### src/rtl/sum_accum.sv
// Frame accumulator: sums unsigned adder results into a saturating total and
// presents each closed frame (count and overflow included) until it is consumed.
module sum_accum #(
  parameter int N_DATA    = 8,
  parameter int N_ACC     = 16,
  parameter int FRAME_LEN = 4
) (
  input  logic                             clk,
  input  logic                             rst_n,
  input  logic [N_DATA:0]                  i_c,
  input  logic                             i_valid,
  input  logic                             i_last,
  output logic                             o_ready,
  output logic [N_ACC-1:0]                 o_acc,
  output logic                             o_acc_valid,
  input  logic                             i_acc_ready,
  output logic                             o_ovf,
  output logic [$clog2(FRAME_LEN+1)-1:0]   o_count
);

  // state | meaning
  // IDLE  | empty frame, waiting for the first beat
  // ACCUM | frame open, at least one beat accepted
  // HOLD  | frame closed, result held until i_acc_ready

  localparam int CW = $clog2(FRAME_LEN+1);
  localparam logic [CW-1:0] FRAME_LEN_C = CW'(FRAME_LEN);

  typedef enum logic [1:0] {IDLE = 2'd0, ACCUM = 2'd1, HOLD = 2'd2} state_t;

  state_t            state_q, state_d;
  logic [N_ACC-1:0]  acc_q, acc_d;
  logic [CW-1:0]     cnt_q, cnt_d;
  logic              ovf_q, ovf_d;
  logic              ready_q, ready_d;
  logic              valid_q, valid_d;

  logic              accept;
  logic [N_ACC:0]    sum_ext;
  logic [CW-1:0]     cnt_inc;
  logic              close;

  assign accept  = i_valid && ready_q;
  // One spare bit above the accumulator exposes the carry used for saturation.
  assign sum_ext = {1'b0, acc_q} + {{(N_ACC-N_DATA){1'b0}}, i_c};
  assign cnt_inc = cnt_q + 1'b1;
  assign close   = i_last || (cnt_inc == FRAME_LEN_C);

  always_comb begin
    state_d = state_q;
    acc_d   = acc_q;
    cnt_d   = cnt_q;
    ovf_d   = ovf_q;
    case (state_q)
      IDLE, ACCUM: begin
        if (accept) begin
          cnt_d = cnt_inc;
          if (sum_ext[N_ACC]) begin
            acc_d = {N_ACC{1'b1}};
            ovf_d = 1'b1;
          end else begin
            acc_d = sum_ext[N_ACC-1:0];
          end
          state_d = close ? HOLD : ACCUM;
        end
      end
      HOLD: begin
        if (i_acc_ready) begin
          state_d = IDLE;
          acc_d   = '0;
          cnt_d   = '0;
          ovf_d   = 1'b0;
        end
      end
      default: begin
        state_d = IDLE;
        acc_d   = '0;
        cnt_d   = '0;
        ovf_d   = 1'b0;
      end
    endcase
    ready_d = (state_d != HOLD);
    valid_d = (state_d == HOLD);
  end

  always_ff @(posedge clk or negedge rst_n) begin
    if (!rst_n) begin
      state_q <= IDLE;
      acc_q   <= '0;
      cnt_q   <= '0;
      ovf_q   <= 1'b0;
      ready_q <= 1'b1;
      valid_q <= 1'b0;
    end else begin
      state_q <= state_d;
      acc_q   <= acc_d;
      cnt_q   <= cnt_d;
      ovf_q   <= ovf_d;
      ready_q <= ready_d;
      valid_q <= valid_d;
    end
  end

  assign o_ready     = ready_q;
  assign o_acc_valid = valid_q;
  assign o_acc       = acc_q;
  assign o_ovf       = ovf_q;
  assign o_count     = cnt_q;

endmodule

### config.mk
export PLATFORM = sky130hd
export DESIGN_NAME = sum_accum
export DESIGN_NICKNAME = d
export VERILOG_FILES = /design/src/rtl/sum_accum.sv
export SDC_FILE = /design/constraint.sdc
export NUM_CORES = 1
export LEC_CHECK = 0
export CELL_PAD_IN_SITES_DETAIL_PLACEMENT = 0
export CELL_PAD_IN_SITES_GLOBAL_PLACEMENT = 2
export CORE_MARGIN = 3
export CORE_UTILIZATION = 31
export CTS_CLUSTER_DIAMETER = 50
export DETAILED_ROUTE_END_ITERATION = 10
export HOLD_SLACK_MARGIN = 0.05
export PLACE_DENSITY_LB_ADDON = 0.1
export SYNTH_ARGS = -nofsm -noshare
export SYNTH_HDL_FRONTEND = slang
export SYNTH_SLANG_ARGS = --single-unit
### constraint.sdc
create_clock -name clk -period 2.74 [get_ports clk]
set_input_delay 0.548 -clock clk [delete_from_list [all_inputs] [get_ports clk]]
set_output_delay 0.548 -clock clk [all_outputs]
set_load 0.005 [all_outputs]
==> impl_metrics.yaml <==
global_route:
  antenna_found_initial: 0
  grt_pass1_wl_mm: 7.203
  grt_pass1_vias: 1453
  grt_start_max_net_pins: 25
  grt_overflow: 0
  gr-usage-all-layers_pct: 14.64
logic_synthesis:
  synth-seq-area-share_pct: 37.23
  synth_edf_count: 0
  ys_types: 48
  synth_flop_cell: "dfrtp_1"
  ys_seq_elements: 24
  syn_area_per_cell_um2: 9.622
  yosysWarnings: 0
  synth_area_mm2: 0.001617
  synthArstFlopShare_pct: 100.0
  syn_inst: 168
  syn_nets: 194
timing:
  setup_ws_ns: 0.1616
  skew_ns: 0.003666
  fin_crit_sh_pct: 94.10
  fmax_ghz: 0.3878
  tightestPinTransition_ns: 0.6967
  hold_viol: 0
  setup-violations-final: 0
  finalMaxSlewViolations: 0
  rsz0062_at_grt: "false"
  slew_headroom_pct: 53.55
  hold_ws_ns: 0.5082
  fin_crit_ns: 2.578
worst_setup_path:
  r2r-end: "o_acc[9]$_DFFE_PN0P_"
  reg2regPathDepth: 7
  worst-path-buf-inv: 1
  reg2reg_slack_ns: 0.53
  cp-endpoint: "o_acc[9]$_DFFE_PN0P_"
  start_kind: "primary input"
  slowest_delay_ns: 0.70
  crit_cells: 8
  critPathMaxFanout: 11
  r2r_start: "o_acc[0]$_DFFE_PN0P_"
  cp.required_ns: 2.94
  crit_family: "compound AO/OA/AOI/OAI gates"
  crit_chain: "clkdlybuf4s50_1 > ha_1 > fa_1 > a211oi_1 > o21a_4 > a2111oi_4 > o21bai_1 > o2bb2ai_1"
  crit_start: "i_c[0]"
  cp.arrival_ns: 2.78
  critPathKind: "in2reg"
  crit_slowest_cell: "a2111oi_4"
  worstSetupEndpointType: "register"
placed_design:
  dp_hpwl_mm: 3.122
  dp_worst_setup_slack_ns: -0.1619
  portBuffers: 35
  finalWeightedCongestion: 0.7666
die:
  io_pins: 36
  fp.dieW_um: 78.21
  core_mm2: 0.004880
  dieArea_mm2: 0.006117
  start_util_pct: 33.13
  rows: 25
  die_h_um: 78.21
routing:
  drt_pass1_iterations: 4
  drc: 0
  wl_per_cell_um: 14.85
  vias: 1498
  ant_nets: 0
  finalWirelength_mm: 4.232
  drtIter0Drc: 54
  routed_via_density: 5.256
layout:
  diodes: 0
  nets: 245
  finalCoreUtilization_pct: 45.05
  drive_gt1_share_pct: 14.68
  fillerInstances: 509
  final-seq-area_um2: 601.8
  multiInputGateArea_um2: 964.7
  synthToLayoutAreaGrowth_pct: 35.99
  layout_common_cells: "clkdlybuf4s50_1, dfrtp_1, nand2_1"
  final_common_cell: "clkdlybuf4s50_1"
clock_network:
  htreeDepth: 1
  path_clk_slew_ns: 0.09
  cts_tree: "built"
  cts_inserted_buffers: 3
  clock-sinks: 24
  cts_resized: 0
  clk_path_buf_depth: 2
  post-cts-setup-buffers: 0
  cts-root-buf: "clkbuf_8"
  clkLatencyLatePin_ns: 0.27
  holdBufCountCts: 0
status:
  status: "finished clean"
worst_hold_path:
  hp-class: "reg2reg"
  hold_depth: 2
run:
  cap_violations: 0
power_and_ir_drop:
  p_leak_nw: 0.9694
  peakVddDrop_mv: 0.3787
  cellPowerDensity_mw_per_mm2: 867.1
==> cell families (layout without fill, tap and decap cells) <==
kind of cell	Yosys count	after routing	share of synthesized area, %
compound gates	62	62	29.10
simple gates	52	52	17.03
flops	24	24	37.23
fa+ha+maj	12	12	9.752
buf+inv	11	61	3.095
xor+xnor	7	7	3.793
==> final cells by class <==
class | instances | share of cell area, %
Multi-Input combinational cell | 133 | 43.88
Sequential cell | 24 | 27.38
Timing Repair Buffer | 51 | 21.40
Tap cell | 67 | 3.813
Clock buffer | 4 | 2.504
Inverter | 6 | 1.024
==> flip-flops by register name (all words and copies together) (netlist names) <==
register	count
state_q	2
o_acc	16
o_ready	1
o_acc_valid	1
o_ovf	1
o_count	3
==> cells in the mapped netlist (2+ instances only) <==
| master | count | share of area, % |
|---|---|---|
| o211ai_1 | 3 | 1.4 |
| a211oi_2 | 2 | 1.5 |
| dfrtp_1 | 23 | 36 |
| o211ai_2 | 2 | 1.5 |
| ha_1 | 11 | 8.5 |
| xor2_1 | 5 | 2.7 |
| o21bai_1 | 2 | 0.93 |
| nor4b_1 | 2 | 1.1 |
| a21o_1 | 2 | 0.93 |
| or2_1 | 2 | 0.77 |
| a211oi_1 | 4 | 1.9 |
| nand3_1 | 7 | 2.2 |
| or4_1 | 2 | 0.93 |
| o21ai_0 | 4 | 1.2 |
| or3_1 | 2 | 0.77 |
| nand2_1 | 21 | 4.9 |
| inv_1 | 6 | 1.4 |
| a31oi_1 | 3 | 1.2 |
| nor2_1 | 7 | 1.6 |
| and3_1 | 3 | 1.2 |
| o21ai_1 | 11 | 3.4 |
| a21oi_1 | 15 | 4.6 |
| clkbuf_1 | 3 | 0.70 |
| xnor2_1 | 2 | 1.1 |
==> worst min path at each step <==
stage / slack, ns / end / from
after CTS: 0.51 / o_acc[0]$_DFFE_PN0P_ / o_acc[0]$_DFFE_PN0P_
after floorplan: 0.25 / o_acc[0]$_DFFE_PN0P_ / rst_n
after global routing: 0.55 / o_acc[0]$_DFFE_PN0P_ / o_acc[0]$_DFFE_PN0P_
final: 0.51 / o_acc[0]$_DFFE_PN0P_ / o_acc[0]$_DFFE_PN0P_
after global placement: 0.48 / state_q[0]$_DFF_PN0_ / state_q[1]$_DFF_PN0_
after detailed placement: 0.49 / o_acc[0]$_DFFE_PN0P_ / o_acc[0]$_DFFE_PN0P_
==> worst min-delay path, cell delays in order, from the launching register on <==
cell     delay, ns
dfrtp_1       0.37
nand2_1       0.05
nand2_1       0.06
==> metrics by stage <==
| step | setup TNS [ns] | power (mW) | area [um2] | std cells |
|---|---|---|---|---|
| floorplan | 0 | 1.190 | 1617 | 168 |
| global placement | -0.3641 | 1.650 | 2143 | 281 |
| detailed placement | -0.9740 | 1.666 | 2143 | 281 |
| CTS | 0 | 1.936 | 2198 | 285 |
| global route | 0 | 2.078 | 2198 | 285 |
| finish | 0 | 1.906 | 2198 | 285 |
==> layer usage <==
metal | up-vias | global-route usage, % | share of wire (%)
met5 | - | 0 | 0
met4 | 0 | 3.671 | 0.50
met3 | 4 | 2.752 | 5.7
met2 | 45 | 24.23 | 48
met1 | 721 | 19.64 | 46
li1 | 728 | - | -
==> report_power, final <==
part	total [mW]	switching, mW	leakage, nW	internal (mW)
clock	0.252	0.124	0.0288	0.129
sequential	0.552	0.0944	0.317	0.458
combinational	1.10	0.564	0.624	0.538
total	1.91	0.782	0.969	1.12
Note: power is estimated with default switching activity, not from simulation.
